`config.mk`:
```
export PLATFORM = sky130hd
export DESIGN_NAME = ram_rd_arb
export DESIGN_NICKNAME = d
export VERILOG_FILES = /design/src/rtl/ram_rd_arb.sv
export SDC_FILE = /design/constraint.sdc
export NUM_CORES = 1
export LEC_CHECK = 0
export ABC_CLOCK_PERIOD_IN_PS = 2400
export CORE_ASPECT_RATIO = 1.75
export CORE_UTILIZATION = 39
export DETAILED_ROUTE_END_ITERATION = 12
export SETUP_SLACK_MARGIN = 0.1
export SLEW_MARGIN = 25
export SYNTH_ARGS = -nofsm -noshare
export SYNTH_HDL_FRONTEND = slang
export SYNTH_SLANG_ARGS = --single-unit
```
`constraint.sdc`:
```
create_clock -name clk -period 2.4 [get_ports clk]
set_clock_uncertainty 0.1 [all_clocks]
set_input_delay 0.36 -clock clk [delete_from_list [all_inputs] [get_ports clk]]
set_output_delay 0.36 -clock clk [all_outputs]
set_load 0.05 [all_outputs]
```
`src/rtl/ram_rd_arb.sv`:
```
// ram_rd_arb: shares one RAM read port between NB_REQ requesters.
//
// A read is granted only while the requester still holds a credit, i.e. a
// free slot in its private return FIFO. Returning RAM data is therefore
// always accepted and the RAM is never back-pressured.
//
// Build option:
//   RAM_RD_ARB_RR_EN  defined   -> round-robin arbitration (pointer register)
//                     undefined -> fixed priority, lowest index wins
//
// Ports:
//   clk, s_rst_n                 clock, synchronous active-low reset
//   rd_vld/rd_rdy/rd_add         per-requester address channel (rd_rdy = grant)
//   rd_data_vld/rd_data_rdy/rd_data  per-requester FWFT return channel
//   ram_ren/ram_add              registered RAM read request
//   ram_data                     RAM data, valid RAM_LATENCY cycles after ram_ren
//   ram_req_id                   requester index behind the current ram_ren
module ram_rd_arb #(
  parameter int unsigned NB_REQ      = 2,
  parameter int unsigned ADD_W       = 8,
  parameter int unsigned DATA_W      = 32,
  parameter int unsigned RAM_LATENCY = 2,
  parameter int unsigned BUF_DEPTH   = RAM_LATENCY + 2
) (
  input  logic                       clk,
  input  logic                       s_rst_n,
  input  logic [NB_REQ-1:0]          rd_vld,
  output logic [NB_REQ-1:0]          rd_rdy,
  input  logic [NB_REQ*ADD_W-1:0]    rd_add,
  output logic [NB_REQ-1:0]          rd_data_vld,
  input  logic [NB_REQ-1:0]          rd_data_rdy,
  output logic [NB_REQ*DATA_W-1:0]   rd_data,
  output logic                       ram_ren,
  output logic [ADD_W-1:0]           ram_add,
  input  logic [DATA_W-1:0]          ram_data,
  output logic [$clog2(NB_REQ)-1:0]  ram_req_id
);

  localparam int unsigned ID_W  = $clog2(NB_REQ);
  localparam int unsigned CNT_W = $clog2(BUF_DEPTH + 1);
  localparam int unsigned PTR_W = (BUF_DEPTH > 1) ? $clog2(BUF_DEPTH) : 1;

  logic [CNT_W-1:0]  credit [NB_REQ];
  logic [NB_REQ-1:0] eligible;
  logic [NB_REQ-1:0] grant;
  logic [NB_REQ-1:0] push;
  logic [NB_REQ-1:0] pop;
  logic [ID_W-1:0]   winner;
  logic [ADD_W-1:0]  win_add;

  logic [RAM_LATENCY-1:0]           sr_vld;
  logic [RAM_LATENCY-1:0][ID_W-1:0] sr_id;

  logic [DATA_W-1:0] mem    [NB_REQ][BUF_DEPTH];
  logic [PTR_W-1:0]  wr_ptr [NB_REQ];
  logic [PTR_W-1:0]  rd_ptr [NB_REQ];
  logic [CNT_W-1:0]  fill   [NB_REQ];

  function automatic logic [PTR_W-1:0] ptr_inc(input logic [PTR_W-1:0] p);
    return (p == PTR_W'(BUF_DEPTH - 1)) ? '0 : p + PTR_W'(1);
  endfunction

  // Grants are suppressed while reset is asserted so nothing is launched
  // during reset even if a requester already drives rd_vld.
  always_comb begin
    eligible = '0;
    for (int unsigned i = 0; i < NB_REQ; i++)
      eligible[i] = s_rst_n & rd_vld[i] & (credit[i] != '0);
  end

`ifdef RAM_RD_ARB_RR_EN
  logic [ID_W-1:0] rr_ptr;
  int unsigned     cand;

  always_comb begin
    grant  = '0;
    winner = '0;
    cand   = 0;
    for (int unsigned k = 0; k < NB_REQ; k++) begin
      cand = (int'(rr_ptr) + k) % NB_REQ;
      if (grant == '0 && eligible[cand]) begin
        grant[cand] = 1'b1;
        winner      = ID_W'(cand);
      end
    end
  end

  always_ff @(posedge clk) begin
    if (!s_rst_n)
      rr_ptr <= '0;
    else if (grant != '0)
      rr_ptr <= (winner == ID_W'(NB_REQ - 1)) ? '0 : winner + ID_W'(1);
  end
`else
  always_comb begin
    grant  = '0;
    winner = '0;
    for (int unsigned k = 0; k < NB_REQ; k++) begin
      if (grant == '0 && eligible[k]) begin
        grant[k] = 1'b1;
        winner   = ID_W'(k);
      end
    end
  end
`endif

  assign rd_rdy = grant;

  always_comb begin
    win_add = '0;
    for (int unsigned i = 0; i < NB_REQ; i++)
      if (grant[i]) win_add = rd_add[i*ADD_W +: ADD_W];
  end

  // Request stage: address and id hold their last values when idle.
  always_ff @(posedge clk) begin
    if (!s_rst_n) begin
      ram_ren    <= 1'b0;
      ram_add    <= '0;
      ram_req_id <= '0;
    end else begin
      ram_ren <= (grant != '0);
      if (grant != '0) begin
        ram_add    <= win_add;
        ram_req_id <= winner;
      end
    end
  end

  // In-flight tracker: the tail lines up with the cycle ram_data is valid.
  always_ff @(posedge clk) begin
    if (!s_rst_n) begin
      sr_vld <= '0;
      sr_id  <= '0;
    end else begin
      sr_vld[0] <= ram_ren;
      sr_id[0]  <= ram_req_id;
      for (int unsigned k = 1; k < RAM_LATENCY; k++) begin
        sr_vld[k] <= sr_vld[k-1];
        sr_id[k]  <= sr_id[k-1];
      end
    end
  end

  always_comb begin
    push = '0;
    pop  = '0;
    for (int unsigned i = 0; i < NB_REQ; i++) begin
      push[i] = sr_vld[RAM_LATENCY-1] && (sr_id[RAM_LATENCY-1] == ID_W'(i));
      pop[i]  = rd_data_vld[i] & rd_data_rdy[i];
    end
  end

  // Credits: grant and pop in the same cycle cancel out.
  always_ff @(posedge clk) begin
    for (int unsigned i = 0; i < NB_REQ; i++) begin
      if (!s_rst_n)
        credit[i] <= CNT_W'(BUF_DEPTH);
      else if (grant[i] && !pop[i])
        credit[i] <= credit[i] - CNT_W'(1);
      else if (pop[i] && !grant[i])
        credit[i] <= credit[i] + CNT_W'(1);
    end
  end

  // Return FIFOs, first-word fall-through.
  always_ff @(posedge clk) begin
    for (int unsigned i = 0; i < NB_REQ; i++) begin
      if (!s_rst_n) begin
        wr_ptr[i] <= '0;
        rd_ptr[i] <= '0;
        fill[i]   <= '0;
      end else begin
        if (push[i]) begin
          mem[i][wr_ptr[i]] <= ram_data;
          wr_ptr[i]         <= ptr_inc(wr_ptr[i]);
        end
        if (pop[i])
          rd_ptr[i] <= ptr_inc(rd_ptr[i]);
        if (push[i] && !pop[i])
          fill[i] <= fill[i] + CNT_W'(1);
        else if (pop[i] && !push[i])
          fill[i] <= fill[i] - CNT_W'(1);
      end
    end
  end

`ifndef SYNTHESIS
  always_ff @(posedge clk) begin
    if (s_rst_n) begin
      for (int unsigned i = 0; i < NB_REQ; i++)
        assert (!(push[i] && fill[i] == CNT_W'(BUF_DEPTH)))
          else $fatal(1, "ram_rd_arb: return buffer %0d overflow", i);
    end
  end
`endif

  always_comb begin
    rd_data     = '0;
    rd_data_vld = '0;
    for (int unsigned i = 0; i < NB_REQ; i++) begin
      rd_data_vld[i]              = (fill[i] != '0);
      rd_data[i*DATA_W +: DATA_W] = mem[i][rd_ptr[i]];
    end
  end

endmodule

```
==> flow_metrics.py, run 1 <==
metrics = {
    "sta": {
        "worst_slack_ns": -0.0537,
        "slew_viol_final": 0,
        "hold_viol_final": 0,
        "rsz0062_at_grt": "true",
        "clock.fmax_ghz": 0.408,
        "post-route-min-period_ns": 2.45,
        "worstMarginPinSlew_ns": 0.542,
        "setup_viol": 40,
        "post-route-period-util_pct": 102,
        "relSlewSlack_pct": 63.7,
    },
    "finish": {
        "multi_input_comb_area_mm2": 0.00247,
        "syn2layout_area_growth_pct": 30.9,
        "nFillCells": 2202,
        "nNetsFinal": 788,
        "n_antenna_cell": 0,
        "final_cell_mix": "276 x edfxtp_1, 64 x mux4_2, 63 x clkdlybuf4s50_1",
        "drive_above_1_share_pct": 32.2,
        "final_util_pct": 52.1,
        "ff_latch_area_mm2": 0.00857,
        "layoutNonFillerInstCount": 1108,
        "final_common_cell": "edfxtp_1",
    },
    "detailed_routing": {
        "drt_iter0_drc": 291,
        "firstDrtPassIters": 4,
        "drc_errors": 0,
        "routed_wl_mm": 24.3,
        "vias": 5692,
        "vias_per_cell": 5.14,
        "wire_per_inst_um": 21.9,
        "drtAntennaViolNets": 0,
    },
    "pwr": {
        "switching_power_mw": 3.06,
        "power_leakage_nw": 4.93,
        "switching_share_pct": 25.6,
        "power_density_mw_per_mm2": 817,
        "p_int_mw": 8.87,
        "seq_power_share_pct": 47.6,
        "ir_drop_v": 0.000566,
        "p_comb_share_pct": 18.8,
        "clockPowerShare_pct": 33.6,
    },
    "setup_path": {
        "required_ns": 1.94,
        "endpoint_kind": "output port",
        "cpMostUsedCell": "buf_6",
        "crit_slowest_cell": "mux4_2",
        "cp_max_fo": 5,
        "cp_top_family": "buffers and inverters",
        "path_class": "flip-flop to output port",
        "start_kind": "flip-flop",
        "crit_buf_inv": 4,
        "critical_path_arrival_ns": 1.99,
        "cp_slowest_stage_delay_ns": 0.51,
        "crit_chain": "buf_6 -> buf_6 -> buf_16 -> mux4_2 -> buf_6",
    },
    "place": {
        "numPortBuffers": 131,
        "gp_congestion": 0.768,
        "dp_cells": 1042,
        "place_hpwl_mm": 15.1,
    },
    "die": {
        "fp.dieArea_mm2": 0.0293,
        "coreArea_mm2": 0.0281,
        "pin_count": 132,
        "fp.dieH_um": 226,
        "die_x_um": 130,
        "rows": 81,
        "start_util_pct": 39.8,
    },
    "synth": {
        "synth_cells": 532,
        "async_flop_share_pct": 0,
        "postSynthAreaPerCell_um2": 21.0,
        "syn_nets": 604,
        "synth_cell_types": 43,
        "synth_edf_count": 276,
        "ys_ff_latch": 290,
        "yosysSeqAreaShare_pct": 76.8,
        "netlist_area_mm2": 0.0112,
        "ys_warn_count": 0,
        "ys.flop_type": "edfxtp_1",
    },
    "min_path": {
        "hold_path_class": "primary input to flip-flop",
    },
    "clock_network": {
        "hold_buffers": 0,
        "clockBufferDepth": 3,
        "cts_htree_levels": 1,
        "cts_tree": "yes",
        "root_buffer": "clkbuf_16",
        "clk_pin_slew_worst_paths_ns": 0.07,
        "clk_latency_ns": 0.53,
        "clock-sinks": 290,
        "cts-buffers-inserted": 26,
    },
    "global_route": {
        "grt_pass1_wl_mm": 35.9,
        "antenna_found_initial": 0,
        "grt_usage_pct": 17.0,
        "grt_max_degree": 33,
        "grt_overflow_total": 0,
        "grt_pass1_vias": 6043,
    },
    "status": {
        "violations": "setup timing",
        "status": "finished with violations",
    },
    "flow_run": {
        "max_cap_viol_count": 0,
    },
}
power groups by stage:
stage | Sequential [mW] | Clock, mW | Combinational, mW
after floorplan | 5.83 | 0 | 1.17
after global placement | 5.78 | 0 | 1.92
after detailed placement | 5.79 | 0 | 1.96
after CTS | 5.68 | 4.10 | 2.18
after global routing | 5.69 | 4.27 | 2.36
final | 5.68 | 4.01 | 2.24
per-layer routing:
metal  track usage [%]  wire [um]  vias up
met4              5.74        547        0
met1              17.9       8560     2968
met5                 0          0        -
met3              2.46       1020       28
met2              33.3      14100      155
li1                  -          -     2541
cells by family (layout without fill, tap and decap cells):
| logic type | after synthesis | count (layout) | synth area share, % |
|---|---|---|---|
| xor gates and xnor gates | 6 | 6 | 0.471 |
| and+or+nand+nor | 77 | 77 | 3.63 |
| adders and majority gates | 18 | 18 | 2.15 |
| AOI/OAI and AO/OA | 38 | 38 | 2.40 |
| muxes | 64 | 64 | 12.9 |
| DFF | 290 | 290 | 76.8 |
| buffers and inverters | 39 | 242 | 1.65 |
final cells by class:
cell class	instances	share of cell area, %
Sequential cell	290	58.6
Multi-Input combinational cell	203	16.9
Timing Repair Buffer	181	15.3
Clock buffer	30	4.70
Tap cell	373	3.19
Clock inverter	17	0.908
Inverter	14	0.360
worst min-delay path, stage by stage:
cell	delay, ns
clkdlybuf4s50_1	0.40
nand2_1	0.05
a31oi_1	0.07
worst paths after layout:
check                             startpoint                         end  slack, ns  cells past startpoint
setup / recovery  rd_ptr[1][0]$_SDFFCE_PP0P_                 rd_data[38]      -0.05                      5
hold / removal                     rd_add[8]     ram_add[0]$_SDFFE_PN0P_       0.29                      3
setup reg to reg  credit[1][2]$_SDFFCE_PN1P_  credit[1][2]$_SDFFCE_PN1P_       0.10                      7
hold reg to reg          sr_id[0]$_SDFF_PN0_         sr_id[1]$_SDFF_PN0_       0.35                      1
Yosys cell counts, types with 3 or more instances:
master      n  area, um2
nand2_1    30        113
xor2_1      3       26.3
inv_1      13       48.8
a21oi_1     4       20.0
buf_2       9       45.0
mux4_2     64       1440
buf_1       4       15.0
o211ai_1    3       22.5
xnor2_1     3       26.3
nor3b_1     5       37.5
nand4_1     3       18.8
clkbuf_1    5       18.8
buf_4       7       52.6
ha_1       16        200
nand3_1     8       40.0
a31oi_1     8       50.1
edfxtp_1  276       8290
dfxtp_1    14        280
nor3_1      3       15.0
o21ai_0    10       50.1
a21boi_1    3       22.5
nand2b_1    3       18.8
and2_1      6       37.5
and3_1      8       50.1
metrics by stage:
stage / instance area (um2) / total power [mW] / hold WS (ns) / setup slack, ns / TNS [ns]
4_1_cts: 14500 / 12.0 / 0.265 / -0.104 / -2.54
6_report: 14600 / 11.9 / 0.292 / -0.0537 / -0.787
3_3_place_gp: 13200 / 7.70 / 0.345 / -0.106 / -0.118
3_5_place_dp: 13200 / 7.75 / 0.344 / -0.142 / -0.227
5_1_grt: 14600 / 12.3 / 0.287 / -0.124 / -3.99
2_1_floorplan: 11200 / 7.00 / 0.312 / 0.0848 / 0
sequential cells by signal (all words and copies together) (netlist names):
name and flops:
sr_vld 2, fill 6, ram_add 8, rd_ptr 4, mem 256, wr_ptr 4
ram_ren 1, credit 6, ram_req_id 1, sr_id 2
repair_timing:
| item | 4_1_cts | 5_1_grt |
|---|---|---|
| setup endpoints to repair | 69 | 67 |
| pin swaps | 7 | 2 |
| resized for setup | 75 | 14 |
| setup buffers | 9 | 3 |
| gates cloned | 3 | 4 |
Note: power is estimated with default switching activity, not from simulation.
==> run 2: changes to the inputs <==
--- a/config.mk
+++ b/config.mk
@@ -7,8 +7,10 @@
 export LEC_CHECK = 0
 export ABC_CLOCK_PERIOD_IN_PS = 2400
 export CORE_ASPECT_RATIO = 1.75
-export CORE_UTILIZATION = 39
+export CORE_UTILIZATION = 50
+export CTS_CLUSTER_SIZE = 14
 export DETAILED_ROUTE_END_ITERATION = 12
+export PLACE_DENSITY = 0.75
 export SETUP_SLACK_MARGIN = 0.1
 export SLEW_MARGIN = 25
 export SYNTH_ARGS = -nofsm -noshare
==> flow_metrics.py, run 2 (synthesized netlist as in run 1, its figures left out) <==
metrics = {
    "detailed_routing": {
        "drc_errors": 0,
        "vias": 5874,
        "routed_wl_mm": 24.9,
        "drt_iter0_drc": 433,
        "wire_per_inst_um": 24.2,
        "firstDrtPassIters": 5,
        "drtAntennaViolNets": 0,
        "vias_per_cell": 5.71,
    },
    "place": {
        "place_ws_ns": -0.130,
        "gp_congestion": 0.768,
        "placed_cell_area_mm2": 0.0131,
        "place_hpwl_mm": 14.7,
        "numPortBuffers": 131,
    },
    "setup_path": {
        "r2r_setup_slack_ns": 0.06,
        "start_kind": "flip-flop",
        "reg2reg_depth": 10,
        "endpoint_kind": "output port",
        "path_class": "flip-flop to output port",
        "required_ns": 1.94,
        "reg2reg_from": "credit[0][1]$_DFFE_PP_",
        "critical_path_arrival_ns": 2.03,
        "r2r-end": "credit[1][2]$_SDFFCE_PN1P_",
        "cp_max_fo": 6,
    },
    "die": {
        "rows": 72,
        "pin_count": 132,
        "fp.dieArea_mm2": 0.0229,
        "die_x_um": 115,
        "coreArea_mm2": 0.0220,
        "start_util_pct": 50.8,
        "fp.dieH_um": 200,
    },
    "clock_network": {
        "root_buffer": "clkbuf_16",
        "clock-sinks": 290,
        "cts-buffers-inserted": 25,
        "clockBufferDepth": 3,
        "cts_tree": "yes",
        "clk_latency_ns": 0.52,
        "clk_pin_slew_worst_paths_ns": 0.06,
        "cts_htree_levels": 1,
    },
    "sta": {
        "worstMarginPinSlew_ns": 0.573,
        "slew_viol_final": 0,
        "hold_viol_final": 0,
        "rsz0062_at_grt": "true",
        "post-route-min-period_ns": 2.49,
        "post-route-period-util_pct": 104,
        "relSlewSlack_pct": 61.7,
        "setup_viol": 42,
        "setup_tns_ns": -1.62,
        "clock.fmax_ghz": 0.402,
        "worst_slack_ns": -0.0906,
        "hold-worst-slack_ns": 0.310,
    },
    "pwr": {
        "fin_total_pwr_mw": 11.6,
        "ir_drop_v": 0.000567,
        "power_leakage_nw": 4.94,
        "power_density_mw_per_mm2": 799,
    },
    "finish": {
        "largest_register_ff_count": 256,
        "final_cell_mix": "276 x edfxtp_1, 64 x mux4_2, 63 x clkdlybuf4s50_1",
        "final_common_cell": "edfxtp_1",
        "nFillCells": 1427,
        "drive_above_1_share_pct": 32.4,
        "fin_area_mm2": 0.0145,
        "nNetsFinal": 795,
        "syn2layout_area_growth_pct": 30.2,
    },
    "min_path": {
        "hold_depth": 3,
        "hold_path_class": "primary input to flip-flop",
        "hp-start": "rd_add[11]",
        "min_to": "ram_add[3]$_SDFFE_PN0P_",
    },
    "global_route": {
        "grt_max_degree": 34,
        "grt_overflow_total": 0,
        "grt_usage_pct": 21.8,
        "grt_pass1_wl_mm": 35.9,
        "grt_pass1_vias": 6209,
        "antenna_found_initial": 1,
    },
    "flow_run": {
        "max_cap_viol_count": 0,
    },
    "status": {
        "violations": "setup timing",
        "status": "finished with violations",
    },
}
-- run 2: critical path, stage by stage (launching register included) --
cell      delay [ns]
edfxtp_1        0.38
buf_6           0.16
buf_6           0.11
buf_12          0.12
mux4_2          0.56
buf_8           0.18
-- run 2: timing repair --
action | in CTS | in global routing
endpoints found under the hold margin | 0 | 0
pin swaps | 7 | 3
setup endpoints to repair | 68 | 69
gates cloned | 4 | 1
resized for setup | 102 | 11
hold buffers | 0 | 0
setup buffers | 16 | 5
-- run 2: cell type report --
class | count | area (um2) | share of cell area, %
antenna | 1 | 2.50 | 0.0172
clock buffer | 31 | 648 | 4.46
clock inverter | 5 | 45.0 | 0.310
inverter | 14 | 52.6 | 0.362
multi-input combinational | 203 | 2470 | 17.0
sequential | 290 | 8570 | 59.0
tap | 296 | 370 | 2.55
timing repair buffer | 189 | 2370 | 16.3
-- run 2: how the worst max path moves through the flow --
stage / start / to / slack, ns / depth (start not counted)
CTS: rd_ptr[1][0]$_SDFFCE_PP0P_ / rd_data[46] / -0.06 / 5
detailed placement: rd_vld[0] / credit[1][2]$_SDFFCE_PN1P_ / -0.13 / 8
finish: rd_ptr[0][0]$_SDFFCE_PP0P_ / rd_data[14] / -0.09 / 5
global placement: rd_vld[0] / credit[1][2]$_SDFFCE_PN1P_ / -0.09 / 8
floorplan: credit[1][2]$_SDFFCE_PN1P_ / credit[1][2]$_SDFFCE_PN1P_ / 0.08 / 7
global route: rd_ptr[0][0]$_SDFFCE_PP0P_ / rd_data[14] / -0.12 / 5
-- run 2: metrics by stage --
step	utilization [%]	std cells
floorplan	-	532
global placement	59.6	966
detailed placement	59.6	966
CTS	65.6	1022
global route	66.1	1029
finish	66.1	1029
-- run 2: per-layer routing --
layer | vias up | global-route usage (%) | routed length [um]
met3 | 43 | 3.67 | 1220
li1 | 2543 | - | -
met1 | 3065 | 23.8 | 8740
met2 | 223 | 41.6 | 14200
met4 | 0 | 7.74 | 729
met5 | - | 0 | 0
-- run 2: power breakdown --
| part | switching (mW) | total (mW) | internal, mW |
|---|---|---|---|
| combinational | 1.27 | 2.31 | 1.04 |
| sequential | 0.0596 | 5.69 | 5.63 |
| clock | 1.63 | 3.62 | 1.99 |
| total | 2.96 | 11.6 | 8.65 |
